`src/rtl/lfsr_pkg.sv`:
```
// lfsr_pkg: shared FSM state type, default tap masks and a single Fibonacci LFSR step
package lfsr_pkg;
  typedef enum logic [1:0] {IDLE, RUN, DRAIN} state_e;
  localparam logic [7:0]  TAPS8  = 8'hB8;
  localparam logic [15:0] TAPS16 = 16'hB400;
  localparam logic [31:0] TAPS32 = 32'h8020_0003;
  function automatic logic [63:0] lfsr_step(input logic [63:0] s, input logic [63:0] taps, input int unsigned w);
    logic [63:0] mask;
    mask = (w >= 64) ? '1 : (64'd1 << w) - 64'd1;
    return ((s << 1) | 64'(^(s & taps))) & mask;
  endfunction
endpackage

```
`src/rtl/lfsr_step_unroll.sv`:
```
// lfsr_step_unroll: combinational chain of STEPS Fibonacci LFSR steps
//   state_in  : current LFSR state
//   state_out : state after STEPS shifts
module lfsr_step_unroll
  import lfsr_pkg::*;
#(
  parameter int WIDTH = 16,
  parameter logic [WIDTH-1:0] TAPS = WIDTH'(TAPS16),
  parameter int STEPS = 1
)(
  input  logic [WIDTH-1:0] state_in,
  output logic [WIDTH-1:0] state_out
);
  logic [WIDTH-1:0] chain [STEPS+1];
  assign chain[0] = state_in;
  for (genvar i = 0; i < STEPS; i++) begin : g_step
    assign chain[i+1] = WIDTH'(lfsr_step(64'(chain[i]), 64'(TAPS), WIDTH));
  end
  assign state_out = chain[STEPS];
endmodule

```
`src/rtl/lfsr_prbs_gen.sv`:
```
// lfsr_prbs_gen: Fibonacci LFSR PRBS source with valid/ready output, seed load and zero-seed protection
//   enable                      : run request (level)
//   load_valid/load_seed/load_ready : seed load handshake, accepted only in IDLE
//   out_valid/out_ready/out_data    : PRBS word stream, out_data is the LFSR register
//   seed_err                    : sticky, a zero seed was replaced by SEED
//   LFSR_PERIOD_CNT_EN adds step_cnt (single steps since load/reset) and period_wrap (seed revisited)
module lfsr_prbs_gen
  import lfsr_pkg::*;
#(
  parameter int WIDTH = 16,
  parameter logic [WIDTH-1:0] TAPS = WIDTH'(TAPS16),
  parameter logic [WIDTH-1:0] SEED = WIDTH'(16'h1001),
  parameter int STEPS = 1
)(
  input  logic             clk,
  input  logic             reset_n,
  input  logic             enable,
  input  logic             load_valid,
  input  logic [WIDTH-1:0] load_seed,
  output logic             load_ready,
  output logic             out_valid,
  input  logic             out_ready,
  output logic [WIDTH-1:0] out_data,
  output logic             seed_err
`ifdef LFSR_PERIOD_CNT_EN
  ,
  output logic [WIDTH-1:0] step_cnt,
  output logic             period_wrap
`endif
);
  state_e state_q, state_d;
  logic [WIDTH-1:0] lfsr_q, lfsr_d, stepped;
  logic seed_err_q, seed_err_d, load, accept;
  lfsr_step_unroll #(.WIDTH(WIDTH), .TAPS(TAPS), .STEPS(STEPS)) u_step (
    .state_in (lfsr_q),
    .state_out(stepped)
  );
  assign load   = state_q == IDLE && load_valid;
  assign accept = state_q != IDLE && out_ready;
  always_comb begin
    state_d = state_q;
    case (state_q)
      IDLE:    state_d = (!load_valid && enable) ? RUN : IDLE;
      RUN:     state_d = enable ? RUN : out_ready ? IDLE : DRAIN;
      DRAIN:   state_d = out_ready ? IDLE : DRAIN;
      default: state_d = IDLE;
    endcase
  end
  // a zero seed would lock the LFSR, so substitute SEED and flag it
  assign lfsr_d     = load ? (|load_seed ? load_seed : SEED) : accept ? stepped : lfsr_q;
  assign seed_err_d = seed_err_q | (load & ~|load_seed);
  always_ff @(posedge clk or negedge reset_n) begin
    if (!reset_n) begin
      state_q    <= IDLE;
      lfsr_q     <= SEED;
      seed_err_q <= 1'b0;
    end else begin
      state_q    <= state_d;
      lfsr_q     <= lfsr_d;
      seed_err_q <= seed_err_d;
    end
  end
  assign load_ready = state_q == IDLE;
  assign out_valid  = state_q != IDLE;
  assign out_data   = lfsr_q;
  assign seed_err   = seed_err_q;
`ifdef LFSR_PERIOD_CNT_EN
  logic [WIDTH-1:0] seed_q, seed_d, step_cnt_q, step_cnt_d;
  logic period_wrap_q, period_wrap_d;
  always_comb begin
    seed_d        = load ? lfsr_d : seed_q;
    step_cnt_d    = load ? '0 : accept ? step_cnt_q + WIDTH'(STEPS) : step_cnt_q;
    period_wrap_d = accept && stepped == seed_q;
  end
  always_ff @(posedge clk or negedge reset_n) begin
    if (!reset_n) begin
      seed_q        <= SEED;
      step_cnt_q    <= '0;
      period_wrap_q <= 1'b0;
    end else begin
      seed_q        <= seed_d;
      step_cnt_q    <= step_cnt_d;
      period_wrap_q <= period_wrap_d;
    end
  end
  assign step_cnt    = step_cnt_q;
  assign period_wrap = period_wrap_q;
`endif
endmodule

```
`config.mk`:
```
export PLATFORM = sky130hd
export DESIGN_NAME = lfsr_prbs_gen
export DESIGN_NICKNAME = d
export VERILOG_FILES = /design/src/rtl/lfsr_pkg.sv /design/src/rtl/lfsr_step_unroll.sv /design/src/rtl/lfsr_prbs_gen.sv
export SDC_FILE = /design/constraint.sdc
export NUM_CORES = 1
export LEC_CHECK = 0
export CAP_MARGIN = 10
export CORE_UTILIZATION = 45
export DETAILED_ROUTE_END_ITERATION = 16
export GPL_TIMING_DRIVEN = 0
export PLACE_DENSITY = 0.92
export SLEW_MARGIN = 0
export SYNTH_ARGS = -nofsm -noshare
export SYNTH_HDL_FRONTEND = slang
export SYNTH_SLANG_ARGS = --single-unit
```
`constraint.sdc`:
```
create_clock -name clk -period 3.2 [get_ports clk]
set_clock_uncertainty 0.1 [all_clocks]
set_input_delay 0.64 -clock clk [delete_from_list [all_inputs] [get_ports clk]]
set_output_delay 0.64 -clock clk [all_outputs]
set_load 0.1 [all_outputs]
```
==> Word level (Yosys, flattened, before mapping) <==
Cells that the tools add are included.
{ "classes": {"n_eq_ne": 2, "mux": 7, "bitwise": 3, "n_reduce_logical": 10} }
{ "ops": {"columns": ["cell", "count"], "rows": [
  ["$reduce_xor A64 Y1", 1],
  ["$mux W16", 3],
  ["$or A16 B1 Y16", 1],
  ["$reduce_or A16 Y1", 1],
  ["$pmux W2 S3", 1],
  ["$mux W2", 2],
  ["$reduce_bool A2 Y1", 2],
  ["$logic_and A1 B1 Y1", 3],
  ["$eq A2 B1 Y1 const B", 1],
  ["$eq A2 B2 Y1 const B", 1],
  ["$logic_not A1 Y1", 2],
  ["$logic_not A2 Y1", 1],
  ["$and A1 B1 Y1", 1],
  ["$mux W1", 1],
  ["$or A1 B1 Y1", 1]
]} }
{ "word_totals": {"inputBits": 21, "ff_bits": 19, "word_cells": 25, "out_inout_bits": 19} }

==> Longest topological paths before layout <==
Gate-level depths: netlist of the first run.
{ "logic_depth": {"depth_word": 4, "depth_mapped": 6, "depth_no_buf": 4} }

==> By module <==
A second synthesis of the first run with hierarchy kept.
{ "unflattened": {"cells_unflattened": 108, "area_unflattened_um2": 1086.0} }
{ "by_module_without_submodules": {"columns": ["module", "cells_per_inst", "seq_area_each_um2", "area_per_inst_um2", "n_inst"], "rows": [
  ["lfsr_prbs_gen", 90, 478.0, 947.2, 1],
  ["lfsr_step_unroll", 18, 0.0, 138.9, 1]
]} }

==> Worst setup path after synthesis of the first run <==
No wires, ideal clock.
{ "synth_path": {"path_type": "reg2out", "start": "register state_q[1]", "end": "output out_valid", "path_slack_ps": 922, "arrival_time_ps": 1538, "path_stages_with_launch": 3, "path_buffers": 0, "required_time_ps": 2460, "path_cell_list": "dfrtp_1 -> nor2_4 -> inv_1"} }
{ "synth_via": {"elab_chain_cells": 1} }
{ "synth_lines": {"columns": ["element", "line", "source"], "rows": [
  ["start, declared", "lfsr_prbs_gen.sv:31", "state_e state_q, state_d;"],
  ["start signal, assigned", "lfsr_prbs_gen.sv:58", "state_q <= state_d;"],
  ["$reduce_bool A2 Y1", "lfsr_prbs_gen.sv:64", "assign out_valid = state_q != IDLE;"],
  ["end, declared", "lfsr_prbs_gen.sv:21", "output logic out_valid,"]
]} }
Every way passes these cells.

==> Worst setup path after layout of the first run <==
{ "layout_path": {"start": "register state_q[1]", "end": "output load_ready"} }
{ "layout_via": {"elab_chain_cells": 1} }
{ "layout_lines": {"columns": ["element", "line", "source"], "rows": [
  ["$logic_not A2 Y1", "lfsr_prbs_gen.sv:63", "assign load_ready = state_q == IDLE;"],
  ["end, declared", "lfsr_prbs_gen.sv:20", "output logic load_ready,"]
]} }
Every way passes these cells.

==> reports/qor.yml, run 1 <==
cts_buffer_depth: 2
fin_setup_tns_ns: 0
initialDrtViolationCount: 24
grt_overflow: 0
drt_wl_total_um: 2230
first_global_vias: 786
antenna_found_initial: 0
fillers: 134
grt_first_pass_wirelength_um: 3440
die_area_mm2: 0.00232
path_cells: "nor2_4 -> clkdlybuf4s50_1"
hold_viol_final: 0
place.gp.congestion: 0.806
avgSynthCellArea_um2: 10.2
drc: 0
startpoint: "state_q[1]"
via_per_inst: 5.28
period_share_pct: 87.1
layout-area-overhead-vs-synth_pct: 47.0
endpoint_kind: "output pin"
port_buffers: 39
io_pins: 40
status: "finished, final reports clean"
p_leak_nw: 0.648
grt_max_degree: 20
slew_headroom_pct: 35.2
multi_input_area_um2: 448
row_count: 16
worst_slew_pin_slew_ns: 0.969
arrival_ns: 2.05
endpoint: "load_ready"
ys_async_sr_fraction_pct: 100
syn_area_um2: 958
clk_pin_slew_ns: 0.11
critical-path-slowest-cell: "clkdlybuf4s50_1"
dr.pass1.iters: 4
r2r_slack_ns: 1.54
die_w_um: 48.2
coreArea_mm2: 0.00198
rsz0062_at_grt: "false"
finalCriticalPeriod_ns: 2.79
clock_sinks: 19
cts_setup_buffers: 0
critPathKind: "register to output pin"
seq_area_um2: 478
synth_cell_types: 24
htree_levels: 1
wl_per_cell_um: 13.6
r2r_cells: 5
clkLatencyLatePin_ns: 0.29
dp_hpwl_um: 1680
r2r_end: "out_data[5]"
synthesis.nets: 115
die_h_um: 48.2
floorplan.initialDensity_pct: 48.4
cp_num_buf_inv: 1
start_kind: "register"
post_cts_resized: 0
synthCells: 94
cts_inserted_buffers: 3
slew_violations: 0
ys_seq_area_share_pct: 49.9
clockRootBuffer: "clkbuf_4"
ant_nets: 0
fmax_mhz: 359
crit_required_ns: 2.46
synth-edff-count: 0
drv_cap: 0
hold_depth: 1
p_per_area_mw_per_mm2: 783
ys_ff_latch: 19
hold_buffers: 0
final_util_pct: 71.1
vias: 866
ir_worst_vdd_uv: 519
r2r_start: "state_q[1]"
critPathMaxFanout: 5
grt_use_total_pct: 21.5
antenna_cells: 0
hp-class: "register to register"
ys.flop_type: "dfrtp_1"
critical_path.max_stage_delay_ns: 1.14
nets: 159
setup_viol_count_final: 0
cts_tree: "built"
final_layout_size_suffix_gt1_share_pct: 8.76
worst-path-stages: 2
critPathTopFamily: "buffers and inverters"
synth_warnings: 0
==> sequential cells by signal (all words and copies together) (netlist names) <==
signal    flops
out_data     16
state_q       2
seed_err      1
==> per-stage QoR <==
stage          instance area, um^2  setup WS (ns)  power [mW]  instances  hold WS [ns]
6_report                      1410          0.412        1.10        164         0.393
5_1_grt                       1410          0.351        1.15        164         0.434
4_1_cts                       1410          0.405        1.10        164         0.397
3_5_place_dp                  1380          0.736       0.986        160         0.373
3_3_place_gp                  1380          0.763       0.979        160         0.349
2_1_floorplan                  958          0.922       0.821         94         0.244
==> how the worst min path moves through the flow <==
stage / startpoint / end / slack (ns)
after floorplan: reset_n / out_data[10] / 0.24
after global placement: seed_err / seed_err / 0.35
after detailed placement: seed_err / seed_err / 0.37
after CTS: seed_err / seed_err / 0.40
after global routing: seed_err / seed_err / 0.43
final: seed_err / seed_err / 0.39
==> cells in the final DEF, fill, tap and decap left out <==
master	instances
xnor2_1	2
mux2i_1	16
nor4_2	1
a21oi_1	2
inv_1	1
buf_2	2
clkbuf_1	2
a22oi_1	1
nor4_1	2
or2b_1	1
clkbuf_4	3
dfrtp_1	17
clkdlybuf4s50_1	39
nor3b_1	2
o31ai_1	1
nor2_1	5
xor2_1	1
and2_1	1
buf_4	2
o21ai_0	14
nor3_1	1
nor2_4	1
nor2b_1	1
or4_4	1
nand2_1	16
dfstp_2	2
==> cell families after synthesis <==
kind of cell / synth area share [%]
AO/OA/AOI/OAI: 9.92
XOR/XNOR: 2.74
buffers and inverters: 3.39
flip-flops: 49.9
multiplexers: 16.7
AND/OR/NAND/NOR: 17.4
==> power breakdown <==
part,internal (mW),switching [mW],leakage (nW)
combinational,0.166,0.472,0.401
sequential,0.295,0.0490,0.232
clock,0.0484,0.0723,0.0150
==> synthesized netlist by cell type (all sizes together), types with 2 or more instances <==
| cell | n | area [um^2] |
|---|---|---|
| dfrtp | 17 | 425 |
| mux2i | 16 | 160 |
| nand2 | 16 | 60.1 |
| o21ai | 14 | 70.1 |
| nor2 | 6 | 30.0 |
| buf | 4 | 25.0 |
| nor4 | 3 | 25.0 |
| a21oi | 2 | 10.0 |
| dfstp | 2 | 52.6 |
| nor3b | 2 | 15.0 |
| xnor2 | 2 | 17.5 |
==> layout make-up <==
class	instances	area share, %
Tap cell	27	2.40
Sequential cell	19	33.9
Inverter	1	0.266
Buffer	5	2.04
Multi-Input combinational cell	69	31.8
Timing Repair Buffer	39	27.7
Clock buffer	4	1.87
==> layer usage <==
metal	share of wire [%]	track usage (%)	up-vias
met1	45	29.0	413
met2	50	35.5	39
met5	0	0	-
met4	0.76	8.33	0
li1	-	-	412
met3	4.5	2.22	2
No activity file was read; power rests on OpenSTA's default activity.
==> run 2, diff against run 1 <==
Settings changed: CORE_UTILIZATION 45 to 41, CTS_CLUSTER_SIZE set to 25, PLACE_DENSITY 0.92 to 0.85, TNS_END_PERCENT set to 10.
Clock period 3.2 ns to 2.76 ns, I/O delays scaled along.
==> reports/qor.yml, run 2 (synthesized netlist as in run 1, its figures left out) <==
mostFrequentLayoutCells: "38 x clkdlybuf4s50_1, 17 x dfrtp_1, 16 x mux2i_1, 16 x nand2_1, 14 x o21ai_0"
critPathTopFamily: "buffers and inverters"
worst_slew_pin_slew_ns: 0.975  # +0.00653 ns
status: "finished, final reports clean"
finalCriticalPeriod_ns: 2.66
dp_hpwl_um: 1780  # +6.2%
drv_cap: 0  # unchanged
p_per_area_mw_per_mm2: 909  # +16%
highest_layer: "met4"
clock_sinks: 19  # unchanged
wl_met1_um: 954  # -4.9%
rsz0062_at_grt: "false"
min_to: "seed_err"
clkLatencyLatePin_ns: 0.29  # about the same
via_per_inst: 5.27  # -0.15%
wl_per_cell_um: 14.1  # +3.4%
place_area_mm2: 0.00138  # about the same
crit_required_ns: 2.11  # -0.35 ns
hp-start: "seed_err"
floorplan.initialDensity_pct: 43.3  # -5.0 points
place.gp.congestion: 0.799  # -0.94%
grt_first_pass_wirelength_um: 3820  # +11%
cts_inserted_buffers: 3  # unchanged
p_leak_nw: 0.654  # +1.0%
period_share_pct: 96.2
dr.pass1.iters: 4  # unchanged
slew_violations: 0  # unchanged
fillers: 197  # +47%
clk_pin_slew_ns: 0.11  # about the same
largest_reg_flops: 16  # unchanged
critical_path.max_stage_delay_ns: 1.13  # about the same
r2r_start: "state_q[1]"
routed-wl-met3_um: 149  # +48%
cts_tree: "built"
port_buffers: 39  # unchanged
clockRootBuffer: "clkbuf_4"
critical-path-slowest-cell: "clkdlybuf4s50_1"
cts_buffer_depth: 2  # unchanged
nets: 159  # unchanged
cp_num_buf_inv: 1  # unchanged
critPathMaxFanout: 4  # -1
antenna_cells: 0  # unchanged
fin_area_mm2: 0.00141  # +0.27%
arrival_ns: 2.00  # -0.05 ns
hold_viol_final: 0  # unchanged
drc: 0  # unchanged
final_layout_size_suffix_gt1_share_pct: 8.76  # unchanged
fin_setup_tns_ns: 0  # unchanged
mostFrequentLayoutCell: "clkdlybuf4s50_1"
drt_wl_total_um: 2320  # +4.1%
critPathKind: "register to output pin"
die_area_mm2: 0.00254  # +9.3%
initialDrtViolationCount: 14  # -42%
grt_overflow: 0  # unchanged
slew_headroom_pct: 34.8  # -0.44 points
cts_setup_buffers: 0  # unchanged
fmax_mhz: 377
route.met2.wl_um: 1200  # +8.3%
r2r_cells: 5  # unchanged
hp-class: "register to register"
ir_worst_vdd_uv: 512  # -1.3%
setup_viol_count_final: 0  # unchanged
grt_use_total_pct: 20.2  # -1.3 points
coreArea_mm2: 0.00221  # +12%
row_count: 17  # +1
grt_max_degree: 20  # unchanged
r2r_slack_ns: 1.12  # -0.42 ns
endpoint_kind: "output pin"
ant_nets: 0  # unchanged
path_cells: "clkdlybuf4s50_1"
vias: 870  # +0.46%
io_pins: 40  # unchanged
antenna_found_initial: 0  # unchanged
hold_depth: 1  # unchanged
r2r_end: "out_data[6]"
die_h_um: 50.4  # +4.6%
start_kind: "register"
htree_levels: 1  # unchanged
layout-area-overhead-vs-synth_pct: 47.4
die_w_um: 50.4  # +4.6%
first_global_vias: 801  # +1.9%
==> run 2: worst max path at each step <==
stage                      start            to  slack (ns)  depth (start not counted)
floorplan             state_q[1]     out_valid        0.57                          2
global placement      state_q[1]    load_ready        0.40                          2
detailed placement    state_q[1]    load_ready        0.39                          2
CTS                   state_q[1]    load_ready        0.06                          2
global route          state_q[1]     out_valid        0.05                          3
finish              out_data[12]  out_data[12]        0.10                          1
==> run 2: report_power, final <==
group	internal (mW)	total, mW	switching, mW	leakage [nW]
Combinational	0.193	0.743	0.551	0.407
Clock	0.0562	0.140	0.0839	0.0150
Sequential	0.343	0.400	0.0577	0.232
==> run 2: stage by stage <==
stage          power [mW]  instances  setup WS, ns  util [%]  hold slack [ns]
4_1_cts              1.29        165        0.0601      63.7            0.382
6_report             1.28        165         0.104      63.9            0.379
3_3_place_gp         1.14        161         0.404      62.6            0.347
5_1_grt              1.33        165        0.0524      63.9            0.415
3_5_place_dp         1.15        161         0.391      62.6            0.357
2_1_floorplan       0.952         94         0.570         -            0.156
==> run 2: repair_timing <==
item                                    CTS  global route
hold buffers                              0             0
resized for setup                         0             1
endpoints found under the setup margin    0             1
==> run 2: layout make-up <==
cell class / count / area, um^2 / area share, %
Buffer: 5 / 28.8 / 2.04
Clock buffer: 4 / 26.3 / 1.86
Inverter: 1 / 3.75 / 0.266
Multi-Input combinational cell: 69 / 448 / 31.7
Sequential cell: 19 / 478 / 33.8
Tap cell: 28 / 35.0 / 2.48
Timing Repair Buffer: 39 / 393 / 27.8
==> run 2: per-layer routing <==
metal	vias to the layer above	track usage, %
met5	-	0
met4	0	6.94
met3	4	4.85
met2	36	34.2
met1	415	25.0
li1	415	-
